--- src/rtl/cache_bus_pkg.sv ---
// cache_bus_pkg: bus tags, line geometry and fill-engine states shared by the cache,
// the line-fill engine and the write-back engine.
package cache_bus_pkg;
    localparam int DATA_W = 64;
    localparam int TAG_W = 13;
    localparam int LINE_B = 64;
    localparam int LINE_W = LINE_B * 8;
    localparam int BEATS = LINE_W / DATA_W;
    // bit 12 marks a read, [11:8] select the memory target
    localparam logic [12:0] READ_TAG = 13'b1_0001_0000_0000;
    typedef enum logic [2:0] {IDLE, ARB, REQ, RESP, DONE} fill_state_t;
endpackage

--- src/rtl/cache_line_fill_if.sv ---
// cache_line_fill_if: arbiter handshake plus main-bus request/response channels.
interface cache_line_fill_if #(
    parameter int BUS_DATA_WIDTH = 64,
    parameter int BUS_TAG_WIDTH = 13
);
    logic abtr_reqcyc;
    logic abtr_grant;
    logic [BUS_DATA_WIDTH-1:0] main_bus_req;
    logic [BUS_TAG_WIDTH-1:0] main_bus_reqtag;
    logic main_bus_reqcyc;
    logic main_bus_reqack;
    logic [BUS_DATA_WIDTH-1:0] main_bus_resp;
    logic [BUS_TAG_WIDTH-1:0] main_bus_resptag;
    logic main_bus_respcyc;
    logic main_bus_respack;
    modport master (
        output abtr_reqcyc, main_bus_req, main_bus_reqtag, main_bus_reqcyc, main_bus_respack,
        input abtr_grant, main_bus_reqack, main_bus_resp, main_bus_resptag, main_bus_respcyc
    );
    modport slave (
        input abtr_reqcyc, main_bus_req, main_bus_reqtag, main_bus_reqcyc, main_bus_respack,
        output abtr_grant, main_bus_reqack, main_bus_resp, main_bus_resptag, main_bus_respcyc
    );
endinterface

--- src/rtl/cache_line_fill.sv ---
// cache_line_fill: arbitrates for the main bus, issues one line read and assembles
// the returned beats into a full cache line.
module cache_line_fill
    import cache_bus_pkg::*;
#(
    parameter int BUS_DATA_WIDTH = DATA_W,
    parameter int BUS_TAG_WIDTH = TAG_W,
    parameter int LINE_BYTES = LINE_B
) (
    input logic clk,
    input logic reset,
    input logic enable,
    input logic [63:0] addr,
    output logic [LINE_BYTES*8-1:0] data,
    output logic ready,
    output logic bus_busy,
    cache_line_fill_if.master bus
);
    localparam int NB = LINE_BYTES * 8 / BUS_DATA_WIDTH;
    localparam int CW = NB > 1 ? $clog2(NB) : 1;
    localparam logic [BUS_TAG_WIDTH-1:0] TAG = BUS_TAG_WIDTH'(READ_TAG);
    fill_state_t state, state_nx;
    logic [CW-1:0] cnt;
    logic [63:0] addr_q;
    logic start, take, last;
    always_comb begin
        start = enable && (state == IDLE || state == DONE);
        take = state == RESP && bus.main_bus_respcyc && bus.main_bus_resptag == TAG;
        last = take && cnt == CW'(NB - 1);
        state_nx = start ? ARB :
                   state == ARB ? (bus.abtr_grant ? REQ : ARB) :
                   state == REQ ? (bus.main_bus_reqack ? RESP : REQ) :
                   state == RESP ? (last ? DONE : RESP) : IDLE;
    end
    // request lines are shared with the write-back engine, so they are zero outside REQ
    assign bus.abtr_reqcyc = state == ARB || state == REQ || state == RESP;
    assign bus.main_bus_reqcyc = state == REQ;
    assign bus.main_bus_req = state == REQ ? BUS_DATA_WIDTH'(addr_q) : '0;
    assign bus.main_bus_reqtag = state == REQ ? TAG : '0;
    assign bus.main_bus_respack = take;
    assign bus_busy = state == REQ || state == RESP;
    assign ready = state == DONE;
    always_ff @(posedge clk or negedge reset) begin
        if (!reset) begin
            state <= IDLE;
            cnt <= '0;
            addr_q <= '0;
            data <= '0;
        end else begin
            state <= state_nx;
            if (start) begin
                addr_q <= addr & {{58{1'b1}}, 6'b0};
                cnt <= '0;
            end
            if (take) begin
                data[cnt*BUS_DATA_WIDTH +: BUS_DATA_WIDTH] <= bus.main_bus_resp;
                if (!last) cnt <= cnt + 1'b1;
            end
        end
    end
endmodule

--- src/flat_wrapper.sv ---
// flat-port wrapper written by rule: the top's interface ports become plain ports
module cache_line_fill_flat import cache_bus_pkg::*;
#(
    parameter int BUS_DATA_WIDTH = DATA_W,
    parameter int BUS_TAG_WIDTH = TAG_W,
    parameter int LINE_BYTES = LINE_B
)
  (clk, reset, enable, addr, data, ready, bus_busy, bus_abtr_reqcyc, bus_main_bus_req, bus_main_bus_reqtag, bus_main_bus_reqcyc, bus_main_bus_respack, bus_abtr_grant, bus_main_bus_reqack, bus_main_bus_resp, bus_main_bus_resptag, bus_main_bus_respcyc);
  cache_line_fill_if #(.BUS_DATA_WIDTH(BUS_DATA_WIDTH), .BUS_TAG_WIDTH(BUS_TAG_WIDTH)) bus_i ();
  input logic clk;
  input logic reset;
  input logic enable;
  input logic [63:0] addr;
  output logic [LINE_BYTES*8-1:0] data;
  output logic ready;
  output logic bus_busy;
  output wire logic [$bits(bus_i.abtr_reqcyc)-1:0] bus_abtr_reqcyc;
  output wire logic [$bits(bus_i.main_bus_req)-1:0] bus_main_bus_req;
  output wire logic [$bits(bus_i.main_bus_reqtag)-1:0] bus_main_bus_reqtag;
  output wire logic [$bits(bus_i.main_bus_reqcyc)-1:0] bus_main_bus_reqcyc;
  output wire logic [$bits(bus_i.main_bus_respack)-1:0] bus_main_bus_respack;
  input wire logic [$bits(bus_i.abtr_grant)-1:0] bus_abtr_grant;
  input wire logic [$bits(bus_i.main_bus_reqack)-1:0] bus_main_bus_reqack;
  input wire logic [$bits(bus_i.main_bus_resp)-1:0] bus_main_bus_resp;
  input wire logic [$bits(bus_i.main_bus_resptag)-1:0] bus_main_bus_resptag;
  input wire logic [$bits(bus_i.main_bus_respcyc)-1:0] bus_main_bus_respcyc;
  assign bus_abtr_reqcyc = bus_i.abtr_reqcyc;
  assign bus_main_bus_req = bus_i.main_bus_req;
  assign bus_main_bus_reqtag = bus_i.main_bus_reqtag;
  assign bus_main_bus_reqcyc = bus_i.main_bus_reqcyc;
  assign bus_main_bus_respack = bus_i.main_bus_respack;
  assign bus_i.abtr_grant = bus_abtr_grant;
  assign bus_i.main_bus_reqack = bus_main_bus_reqack;
  assign bus_i.main_bus_resp = bus_main_bus_resp;
  assign bus_i.main_bus_resptag = bus_main_bus_resptag;
  assign bus_i.main_bus_respcyc = bus_main_bus_respcyc;
  cache_line_fill #(.BUS_DATA_WIDTH(BUS_DATA_WIDTH), .BUS_TAG_WIDTH(BUS_TAG_WIDTH), .LINE_BYTES(LINE_BYTES)) u_core (.clk(clk), .reset(reset), .enable(enable), .addr(addr), .data(data), .ready(ready), .bus_busy(bus_busy), .bus(bus_i));
endmodule
--- config.mk ---
export PLATFORM = sky130hd
export DESIGN_NAME = cache_line_fill_flat
export DESIGN_NICKNAME = d
export VERILOG_FILES = /design/src/rtl/cache_bus_pkg.sv /design/src/rtl/cache_line_fill_if.sv /design/src/rtl/cache_line_fill.sv /design/src/flat_wrapper.sv
export SDC_FILE = /design/constraint.sdc
export NUM_CORES = 1
export LEC_CHECK = 0
export CELL_PAD_IN_SITES_DETAIL_PLACEMENT = 1
export CELL_PAD_IN_SITES_GLOBAL_PLACEMENT = 1
export CORE_AREA = 3 3 283 285
export CTS_CLUSTER_DIAMETER = 40
export DETAILED_ROUTE_END_ITERATION = 10
export DIE_AREA = 0 0 286 288
export PLACE_DENSITY = 0.64
export SYNTH_ARGS = -nofsm -noshare
export SYNTH_HDL_FRONTEND = slang
export SYNTH_SLANG_ARGS = --single-unit
export TNS_END_PERCENT = 100
--- constraint.sdc ---
create_clock -name clk -period 6.1 [get_ports clk]
set_input_delay 1.22 -clock clk [delete_from_list [all_inputs] [get_ports clk]]
set_output_delay 1.22 -clock clk [all_outputs]
set_load 0.01 [all_outputs]
---- Word level (Yosys, flattened, before mapping) ----
Index checks and enable logic that the tools add are counted.
storage, ports and cells
  input port bits ......................... 147
  bits in registers ....................... 576
  RAM bits ................................ 0
  output and inout port bits .............. 594
  bits in latches ......................... 0
  ROM bits ................................ 0
  word-level logic and storage cells ...... 36
  memories kept ........................... 0
cells by class
  add/sub/neg operators ................... 2
  eq/ne operators ......................... 6
  reduce and logical (&&, ||, !) cells .... 9
  shift operators ......................... 2
  bitwise logic cells ..................... 0
  order comparisons ....................... 0
  multiply operators ...................... 0
  mux-type cells .......................... 13
  div/mod/pow operators ................... 0
operator list
  cell                         count
  $bwmux W512                  1
  $shift A64 B34 Y512 const A  1
  $shiftx A64 B34 Y512         1
  $mux W64                     1
  $neg A9 Y34                  1
  $mux W3                      8
  $eq A13 B13 Y1 const B       1
  $mux W13                     1
  $eq A3 B2 Y1 const B         2
  $eq A3 B3 Y1 const B         2
  $logic_and A1 B1 Y1          4
  $logic_or A1 B1 Y1           4
  $add A3 B1 Y3 const B        1
  $eq A3 B1 Y1 const B         1
  $logic_not A3 Y1             1
  $mux W2                      1
  $mux W1                      1

---- Depth between registers and ports, before layout ----
Gate-level depths: netlist (run 1).
  word-level depth ........................ 9
  depth in mapped cells ................... 9
  depth with buffers taken out ............ 7

---- Worst setup path after synthesis (run 1) ----
OpenSTA, ideal clock, no wires.
  path type ............................... input port to output port
  start ................................... input bus_main_bus_resptag[1]
  end ..................................... output bus_main_bus_respack
  data arrival time ....................... 1993 ps
  stages on the path ...................... 3
  path slack .............................. 2887 ps
  buffers on the path ..................... 0
  data required time ...................... 4880 ps
  cell sequence ........................... nor4_2 nand2_2 nor2_1
between the ends
  longest elaborated chain between the ends .. 2
ends and longest elaborated chain
  element              line                   source
  start, declared      flat_wrapper.sv:25     input wire logic [$bits(bus_i.main_bus_resptag)-1:0] bus_main_bus_resptag;
  $eq A13 B13 Y1       cache_line_fill.sv:28  take = state == RESP && bus.main_bus_respcyc && bus.main_bus_resptag == TAG;
  $logic_and A1 B1 Y1  cache_line_fill.sv:28
  end, declared        flat_wrapper.sv:21     output wire logic [$bits(bus_i.main_bus_respack)-1:0] bus_main_bus_respack;
Every way passes these cells.

---- Worst setup path in the final report (run 1) ----
  start ................................... register u_core.state[1]
  end ..................................... output bus_main_bus_req[33]
between the ends
  longest elaborated chain between the ends .. 2
ends and longest elaborated chain
  element                 line                   source
  start, declared         cache_line_fill.sv:22  fill_state_t state, state_nx;
  start signal, assigned  cache_line_fill.sv:50  state <= state_nx;
  $eq A3 B2 Y1            cache_line_fill.sv:38  assign bus.main_bus_req = state == REQ ? BUS_DATA_WIDTH'(addr_q) : '0;
  $mux W64                cache_line_fill.sv:38
  end, declared           flat_wrapper.sv:18     output wire logic [$bits(bus_i.main_bus_req)-1:0] bus_main_bus_req;
Every way passes these cells.

==> results of run 1 <==
stage by stage:
step | power (uW) | area [um^2] | utilization [%] | setup WS, ns
finish | 10800 | 35100 | 45.2 | 1.68
detailed placement | 4770 | 31300 | 40.3 | 1.53
CTS | 11000 | 35100 | 45.2 | 1.55
global placement | 4740 | 31300 | 40.3 | 1.55
global route | 11200 | 35100 | 45.2 | 1.43
floorplan | 4320 | 23200 | - | 2.89
worst max-delay path, delay by kind of cell, from the launching register on:
kind / cells / cell delay, ns
buffers and inverters: 1 / 0.60
and+or+nand+nor: 3 / 1.53
DFF: 1 / 0.41
metal layers:
metal	routed length, um	up-vias	global-route usage (%)
met2	41000	582	33.8
met4	2560	0	7.50
met1	31400	8010	21.9
li1	-	6647	-
met3	6590	127	6.49
met5	0	-	0
final cells by class:
class | count | area share [%]
Inverter | 4 | 0.0428
Tap cell | 1040 | 3.71
Clock inverter | 71 | 2.90
Clock buffer | 121 | 7.82
Multi-Input combinational cell | 795 | 23.3
Sequential cell | 576 | 41.1
Timing Repair Buffer | 738 | 21.1
Antenna cell | 2 | 0.0143
Yosys cell counts, types with 2 or more instances:
| cell type | number |
|---|---|
| and3_1 | 47 |
| nor2_1 | 10 |
| mux2_1 | 112 |
| mux2_4 | 60 |
| buf_8 | 6 |
| clkbuf_1 | 28 |
| nor4_4 | 6 |
| nand4_1 | 3 |
| ha_1 | 4 |
| nor2b_1 | 2 |
| nor3_1 | 5 |
| nand3_1 | 2 |
| buf_6 | 13 |
| mux2_2 | 401 |
| buf_4 | 25 |
| dfrtp_1 | 576 |
| inv_1 | 4 |
| buf_2 | 25 |
| nand2_1 | 4 |
| and2_1 | 107 |
registers in the layout (all words and copies together), names as in the netlist:
signal and count:
u_core.data 512, u_core.addr_q 58, u_core.cnt 3, u_core.state 3
power groups by stage:
stage | clock [uW] | sequential [uW] | combinational [uW]
after floorplan | 0 | 3980 | 340
after global placement | 0 | 4020 | 722
after detailed placement | 0 | 4020 | 743
after CTS | 6240 | 3960 | 752
after global routing | 6440 | 3970 | 807
final | 6090 | 3960 | 733
cell families after synthesis:
logic type	count (synthesis)	synth area share (%)
AOI/OAI and AO/OA	2	0.0540
DFF	576	62.2
adders and majority gates	4	0.216
and+or+nand+nor	198	5.74
buffers and inverters	101	2.89
other	1	0.0162
muxes	574	28.9
worst min path at each step:
stage                                  start                            end  slack [ns]  cells past startpoint
4_1_cts         u_core.data[114]$_DFFE_PN0P_   u_core.data[114]$_DFFE_PN0P_        0.49                      1
3_3_place_gp    u_core.data[100]$_DFFE_PN0P_   u_core.data[100]$_DFFE_PN0P_        0.47                      1
2_1_floorplan  u_core.addr_q[63]$_DFFE_PN0P_  u_core.addr_q[63]$_DFFE_PN0P_        0.47                      1
6_report        u_core.data[114]$_DFFE_PN0P_   u_core.data[114]$_DFFE_PN0P_        0.48                      1
3_5_place_dp    u_core.data[114]$_DFFE_PN0P_   u_core.data[114]$_DFFE_PN0P_        0.47                      1
5_1_grt         u_core.data[298]$_DFFE_PN0P_   u_core.data[298]$_DFFE_PN0P_        0.49                      1
==> flow_summary.json, run 1 <==
{
  "pwr-share-comb_pct": 6.8,
  "fin_cells": 3347,
  "finClkSkew_ns": 0.0383,
  "grt_overflow_total": 0,
  "swShare_pct": 24.2,
  "firstDrtPassIters": 4,
  "powerDensity_mw_per_mm2": 307,
  "regArea_mm2": 0.0144,
  "layout-drive-gt1-share_pct": 29.8,
  "finalSetupTns_ns": 0,
  "ir_drop_uv": 193,
  "cp-end-kind": "primary output",
  "fillers": 7773,
  "max_freq_mhz": 226,
  "avgViaCountPerCell": 4.59,
  "status": "finished, final reports clean",
  "nNetsFinal": 2367,
  "wire_per_inst_um": 24.4,
  "drt_iter0_drc": 541,
  "clk_path_buf_depth": 3,
  "syn_avg_cell_area_um2": 15.9,
  "num_io_pins": 741,
  "clock_latency_ns": 0.65,
  "cp-endpoint": "bus_main_bus_req[33]",
  "rr_worst_depth": 7,
  "hpwl_um": 55400,
  "arrival_ns": 3.20,
  "final_common_cell": "clkdlybuf4s50_1",
  "rows": 102,
  "postRouteAntennaNets": 0,
  "drv_cap": 0,
  "layout_min_cycle_time_ns": 4.42,
  "setup_viol": 0,
  "die_height_um": 288,
  "p_switching_uw": 2610,
  "synth_top_area_share_pct": 62.2,
  "synth_largest_area_cell": "dfrtp_1",
  "relSlewSlack_pct": 15.2,
  "yosys-top-cells-area": "dfrtp_1 (62%), mux2_2 (19%), mux2_1 (5.4%)",
  "die_area_mm2": 0.0824,
  "regToRegStartpoint": "u_core.cnt[0]$_DFF_PN0_",
  "reg2reg_slack_ns": 2.30,
  "crit_type": "flop to primary output",
  "place_congestion": 0.776,
  "synth_edf_count": 0,
  "critPathLaunch": "u_core.state[1]$_DFF_PN0_",
  "h-tree-depth": 3,
  "holdWs_ns": 0.479,
  "cts_made_buffers": 101,
  "synth_cells": 1456,
  "cp_cell_sequence": "nor2b_1 -> nor2b_4 -> and2_1 -> clkdlybuf4s50_1",
  "rsz0062_at_grt": "no",
  "die_w_um": 286,
  "p_leak_uw": 0.0166,
  "post-cts-setup-buffers": 0,
  "grt.total_usage_pct": 19.4,
  "port_buffers": 717,
  "crit_fanout": 62,
  "hold_class": "flop to flop",
  "coreArea_mm2": 0.0776,
  "fin_crit_sh_pct": 72.4,
  "synth_cell_types": 36,
  "critPathMaxStageDelay_ns": 1.03,
  "cts_tree": "yes",
  "grt_max_degree": 158,
  "synth_seq_cells": 576,
  "post_cts_resized": 0,
  "grt_antenna_before_repair": 3,
  "areaGrowthSynthToFinish_pct": 51.4,
  "clkSinkCount": 576,
  "layout_common_cells": "clkdlybuf4s50_1 (716), dfrtp_1 (575), mux2_2 (401)",
  "path_clk_slew_ns": 0.05,
  "holdBufCountCts": 0,
  "synth_seq_area_share_pct": 62.2,
  "pwr-share-seq_pct": 36.7,
  "power.share.clock_pct": 56.5,
  "synth_warnings": 0,
  "grt_pass1_vias": 17700,
  "slew_violations": 0,
  "worstReg2RegEnd": "u_core.data[426]$_DFFE_PN0P_",
  "synthArstFlopShare_pct": 100,
  "root_buffer": "clkbuf_16",
  "synth_flop_cell": "dfrtp_1",
  "hold_viol": 0,
  "synth_area_mm2": 0.0232,
  "drc": 0,
  "dr_total_vias": 15400,
  "critPathLaunchType": "flop",
  "grt_pass1_wl_um": 119000,
  "worst_path_max_delay_cell": "nor2b_4",
  "intPower_uw": 8170,
  "wirelength_um": 81600,
  "place_inst": 3153,
  "worst_ep_required_time_ns": 4.88,
  "start_util_pct": 29.9,
  "tightest_slew_ns": 1.27,
  "multi_input_area_mm2": 0.00817
}
Power figures use the tool's default switching activity.
==> inputs of run 2 (changes only) <==
--- a/config.mk
+++ b/config.mk
@@ -7,10 +7,10 @@
 export LEC_CHECK = 0
 export CELL_PAD_IN_SITES_DETAIL_PLACEMENT = 1
 export CELL_PAD_IN_SITES_GLOBAL_PLACEMENT = 1
-export CORE_AREA = 3 3 283 285
+export CORE_AREA = 3 3 290 292
 export CTS_CLUSTER_DIAMETER = 40
 export DETAILED_ROUTE_END_ITERATION = 10
-export DIE_AREA = 0 0 286 288
+export DIE_AREA = 0 0 293 295
 export PLACE_DENSITY = 0.64
 export SYNTH_ARGS = -nofsm -noshare
 export SYNTH_HDL_FRONTEND = slang
==> constraint.sdc (replaced) <==
create_clock -name clk -period 3.9 [get_ports clk]
set_input_delay 0.78 -clock clk [delete_from_list [all_inputs] [get_ports clk]]
set_output_delay 0.78 -clock clk [all_outputs]
set_load 0.01 [all_outputs]
==> run 2 against run 1 <==
- via count increased by 0.47%
- final cell count increased by 1.8%
- largest cell class unchanged
- clock skew is 0.011 ns lower
- die area increased by 4.9%
- setup slack lost 1.4 ns
- design area is 1.4% higher
- critical path depth up 1
- global-route usage fell by 0.82 points
- utilization down 1.7 points
- sequential share of layout area fell by 0.58 points
==> flow_summary.json, run 2 (same netlist as run 1, synthesis figures left out) <==
{
  "status": "finished, final reports clean",
  "critPathLaunchType": "flop",
  "wire_per_inst_um": 24.2,
  "crit_type": "flop to primary output",
  "grt_antenna_before_repair": 3,
  "p_leak_uw": 0.0169,
  "cts_made_buffers": 100,
  "arrival_ns": 2.87,
  "crit_fanout": 20,
  "fillers": 8222,
  "avgViaCountPerCell": 4.53,
  "dr_total_vias": 15400,
  "fin_cells": 3406,
  "rsz0062_at_grt": "no",
  "die_height_um": 295,
  "place_congestion": 0.810,
  "finClkSkew_ns": 0.0270,
  "clock_latency_ns": 0.64,
  "max_freq_mhz": 274,
  "hold_class": "input pin to asynchronous set/reset pin",
  "tightest_slew_ns": 0.764,
  "setup_viol": 0,
  "multi_input_area_mm2": 0.00817,
  "coreArea_mm2": 0.0818,
  "holdWs_ns": 0.210,
  "die_area_mm2": 0.0864,
  "relSlewSlack_pct": 49.1,
  "firstDrtPassIters": 4,
  "h-tree-depth": 3,
  "grt_overflow_total": 0,
  "regMostFlops": "u_core.data",
  "areaGrowthSynthToFinish_pct": 53.5,
  "final_common_cell": "clkdlybuf4s50_1",
  "start_util_pct": 28.3,
  "fin_crit_sh_pct": 93.5,
  "num_io_pins": 741,
  "layout_min_cycle_time_ns": 3.65,
  "ir_drop_uv": 387,
  "cp-end-kind": "primary output",
  "layout_common_cells": "clkdlybuf4s50_1 (716), dfrtp_1 (575), mux2_2 (401)",
  "place_inst": 3212,
  "hpwl_um": 57800,
  "drv_cap": 0,
  "clk_path_buf_depth": 3,
  "drc": 0,
  "rows": 105,
  "top_regs": "u_core.data x512, u_core.addr_q x58",
  "cts_tree": "yes",
  "postRouteAntennaNets": 0,
  "regArea_mm2": 0.0144,
  "clkSinkCount": 576,
  "grt.total_usage_pct": 18.6,
  "powerDensity_mw_per_mm2": 481,
  "worst_ep_required_time_ns": 3.12,
  "layout-drive-gt1-share_pct": 30.6,
  "grt_pass1_vias": 17800,
  "slew_violations": 0,
  "port_buffers": 717,
  "die_w_um": 293,
  "path_clk_slew_ns": 0.05,
  "fin_util_pct": 43.5,
  "post-cts-setup-buffers": 0,
  "finalSetupTns_ns": 0,
  "post_cts_resized": 0,
  "root_buffer": "clkbuf_16",
  "largest_reg_flops": 512,
  "hold_viol": 0,
  "holdBufCountCts": 0,
  "grt_pass1_wl_um": 121000,
  "wirelength_um": 82600,
  "drt_iter0_drc": 483,
  "nNetsFinal": 2398,
  "grt_max_degree": 79,
  "p_total_uw": 17100
}
-- run 2: cell types whose count changed in the layout (fill, tap and decap cells not counted), moves of 5 or more --
cell	before	now
buf_12	5	21
clkinvlp_4	19	14
clkinv_2	10	17
buf_4	16	31
-- run 2: final cells by class --
class	count	area share (%)
clock buffers	122	7.78
inverters	4	0.0422
diodes	2	0.0141
repair buffers	769	22.0
flip-flops and latches	576	40.5
clock inverters	67	2.86
multi-input cells	796	23.0
well taps	1070	3.76
-- run 2: path summary, 6_finish.rpt --
| kind | slack [ns] | start | endpoint | depth (start not counted) |
|---|---|---|---|---|
| min | 0.21 | reset | u_core.data[215]$_DFFE_PN0P_ | 1 |
| max reg2reg | 0.96 | u_core.cnt[0]$_DFF_PN0_ | u_core.data[409]$_DFFE_PN0P_ | 7 |
| max in group asynchronous | 2.71 | reset | u_core.data[287]$_DFFE_PN0P_ | 3 |
| min reg2reg | 0.49 | u_core.data[346]$_DFFE_PN0P_ | u_core.data[346]$_DFFE_PN0P_ | 1 |
| min in group clk | 0.49 | u_core.data[346]$_DFFE_PN0P_ | u_core.data[346]$_DFFE_PN0P_ | 1 |
| max | 0.25 | u_core.state[2]$_DFF_PN0_ | bus_main_bus_req[31] | 5 |
-- run 2: worst max-delay path, stage by stage (launching register included) --
cell and delay (ns):
dfrtp_1 0.43, nor2b_1 0.40, nor2b_4 0.39, buf_4 0.29
and2_1 0.16, clkdlybuf4s50_1 0.57
-- run 2: metal layers --
| metal | vias to the layer above | wire, um | track usage (%) |
|---|---|---|---|
| li1 | 6691 | - | - |
| met1 | 8050 | 32200 | 21.3 |
| met2 | 574 | 41700 | 32.7 |
| met3 | 121 | 6300 | 6.19 |
| met4 | 2 | 2320 | 6.02 |
| met5 | - | 10 | 0 |
-- run 2: power by group --
part | switching, uW | internal, uW
sequential | 75.4 | 6100
combinational | 731 | 503
clock | 3210 | 6480
-- run 2: metrics by stage --
step / instance area, um^2 / worst slack [ns]
2_1_floorplan: 23200 / 1.23
3_3_place_gp: 31800 / 0.295
3_5_place_dp: 31800 / 0.290
4_1_cts: 35500 / 0.113
5_1_grt: 35600 / 0.0409
6_report: 35600 / 0.252
==> inputs of run 3 (changes only) <==
--- a/config.mk
+++ b/config.mk
@@ -5,12 +5,14 @@
 export SDC_FILE = /design/constraint.sdc
 export NUM_CORES = 1
 export LEC_CHECK = 0
+export ABC_CLOCK_PERIOD_IN_PS = 3900
 export CELL_PAD_IN_SITES_DETAIL_PLACEMENT = 1
 export CELL_PAD_IN_SITES_GLOBAL_PLACEMENT = 1
 export CORE_AREA = 3 3 290 292
 export CTS_CLUSTER_DIAMETER = 40
 export DETAILED_ROUTE_END_ITERATION = 10
 export DIE_AREA = 0 0 293 295
+export GPL_TIMING_DRIVEN = 0
 export PLACE_DENSITY = 0.64
 export SYNTH_ARGS = -nofsm -noshare
 export SYNTH_HDL_FRONTEND = slang
==> run 3 against run 2 <==
- final cell count up 1.5%
- sequential power is essentially flat
- utilization is essentially flat
- largest power group unchanged
- critical endpoint is now bus_main_bus_req[37]
- critical path depth did not move
==> flow_summary.json, run 3 (same netlist as run 1, synthesis figures left out) <==
{
  "status": "finished, final reports clean",
  "tightest_slew_ns": 0.951,
  "layout_common_cells": "clkdlybuf4s50_1 (716), dfrtp_1 (576), mux2_2 (401)",
  "drc": 0,
  "swShare_pct": 24.5,
  "drv_cap": 0,
  "slew_violations": 0,
  "finClkSkew_ns": 0.0400,
  "regMostFlops": "u_core.data",
  "h-tree-depth": 3,
  "wirelength_um": 86500,
  "largest_reg_flops": 512,
  "relSlewSlack_pct": 36.6,
  "ir_drop_uv": 350,
  "clk_path_buf_depth": 3,
  "fin_crit_sh_pct": 93.3,
  "cts_tree": "yes",
  "drt_iter0_drc": 552,
  "grt_pass1_vias": 17900,
  "clkSinkCount": 576,
  "fillers": 8197,
  "coreArea_mm2": 0.0818,
  "intPower_uw": 12500,
  "grt_max_degree": 119,
  "cp_cell_sequence": "nor2b_1 -> nor2b_4 -> clkbuf_1 -> and2_1 -> clkdlybuf4s50_1",
  "power.share.clock_pct": 55.0,
  "pre_cts_ws_ns": -0.273,
  "pwr-share-seq_pct": 37.2,
  "regToRegStartpoint": "u_core.cnt[0]$_DFF_PN0_",
  "top_regs": "u_core.data x512, u_core.addr_q x58",
  "path_clk_slew_ns": 0.05,
  "critPathMaxStageDelay_ns": 0.59,
  "worst_slack_ns": 0.260,
  "final_common_cell": "clkdlybuf4s50_1",
  "num_io_pins": 741,
  "max_freq_mhz": 275,
  "firstDrtPassIters": 4,
  "critPathLaunch": "u_core.state[2]$_DFF_PN0_",
  "avgViaCountPerCell": 4.52,
  "areaGrowthSynthToFinish_pct": 53.6,
  "root_buffer": "clkbuf_16",
  "critical_path_cell_count": 5,
  "rr_worst_depth": 9,
  "wl_met3_um": 7450,
  "cts_made_buffers": 97,
  "powerDensity_mw_per_mm2": 466,
  "wire_per_inst_um": 25.0,
  "port_buffers": 717,
  "hpwl_um": 64600,
  "rsz0062_at_grt": "no",
  "layout_min_cycle_time_ns": 3.64,
  "worst_ep_required_time_ns": 3.12,
  "arrival_ns": 2.86,
  "hold_viol": 0,
  "p_total_uw": 16600,
  "place_inst": 3273,
  "cp-end-kind": "primary output",
  "topRoutingLayerUsed": "met4",
  "fin_cells": 3457,
  "grt_antenna_before_repair": 6,
  "nNetsFinal": 2453,
  "holdBufCountCts": 0,
  "place_congestion": 0.805,
  "grt_overflow_total": 0,
  "path_buf_inv": 2,
  "die_height_um": 295,
  "grt.total_usage_pct": 19.5,
  "critPathLaunchType": "flop",
  "layout-drive-gt1-share_pct": 30.6,
  "p_leak_uw": 0.0170,
  "start_util_pct": 28.3,
  "postRouteAntennaNets": 0,
  "grt_pass1_wl_um": 125000,
  "wl_met1_um": 33400,
  "path_delay_family": "buffers and inverters",
  "holdWs_ns": 0.151,
  "die_area_mm2": 0.0864,
  "crit_fanout": 10,
  "wl_met2_um": 43200,
  "dr_total_vias": 15600,
  "clock_latency_ns": 0.64,
  "die_w_um": 293,
  "setup_viol": 0,
  "hold_class": "input pin to asynchronous set/reset pin",
  "crit_type": "flop to primary output",
  "pwr-share-comb_pct": 7.8,
  "rows": 105,
  "worst_path_max_delay_cell": "clkdlybuf4s50_1",
  "p_switching_uw": 4050
}
[run 3: cell types whose count changed in the layout (fill, tap and decap cells not counted), moves of 6 or more]
cell,previous run,this run
buf_12,21,0
buf_16,0,6
clkbuf_1,7,36
buf_4,31,25
buf_2,0,25
clkinv_2,17,10
bufinv_16,21,15
buf_8,1,10
buf_6,0,18
[run 3: worst paths after layout]
path / to / slack, ns
hold reg to reg: u_core.data[456]$_DFFE_PN0P_ / 0.48
max in group asynchronous: u_core.addr_q[46]$_DFFE_PN0P_ / 1.76
setup reg to reg: u_core.data[235]$_DFFE_PN0P_ / 0.56
setup / recovery: bus_main_bus_req[37] / 0.26
min in group clk: u_core.data[456]$_DFFE_PN0P_ / 0.48
hold / removal: u_core.data[424]$_DFFE_PN0P_ / 0.15
[run 3: final cells by class]
type / count / area [um^2] / area share, %
timing repair buffer: 731 / 7450 / 20.9
inverter: 4 / 15.0 / 0.0422
buffer: 97 / 656 / 1.84
tap: 1070 / 1340 / 3.76
clock inverter: 60 / 866 / 2.43
antenna: 5 / 12.5 / 0.0352
clock buffer: 119 / 2660 / 7.48
sequential: 576 / 14400 / 40.5
multi-input combinational: 795 / 8170 / 23.0
[run 3: power by group through the flow]
stage | clock (uW) | combinational, uW | sequential, uW
CTS | 9340 | 1330 | 6160
global placement | 0 | 1250 | 6270
global route | 9640 | 1430 | 6170
floorplan | 0 | 532 | 6230
detailed placement | 0 | 1320 | 6250
finish | 9110 | 1300 | 6160
[run 3: what timing repair did]
action,in CTS,in global routing
endpoints found under the setup margin,19,3
setup buffers,0,0
pin swaps,0,0
gates resized for setup,2,2
[run 3: worst register-to-register path, stage by stage (launching register included)]
cell     delay [ns]
dfrtp_1        0.33
buf_2          0.27
inv_1          0.16
ha_1           0.43
nor2_1         0.13
nand4_1        0.32
nor3_4         0.63
buf_16         0.22
buf_2          0.35
mux2_2         0.40
[run 3: metal layers]
layer / up-vias / track usage [%]
met4: 0 / 5.96
met3: 118 / 7.05
met1: 8125 / 22.3
li1: 6803 / -
met2: 586 / 34.2
met5: - / 0
[run 3: per-stage QoR]
step	setup TNS, ns	area [um^2]	util, %
2_1_floorplan	0	23200	-
3_3_place_gp	-	31700	38.8
3_5_place_dp	-36.88	32000	39.1
4_1_cts	0	35600	43.4
5_1_grt	0	35600	43.5
6_report	0	35600	43.5
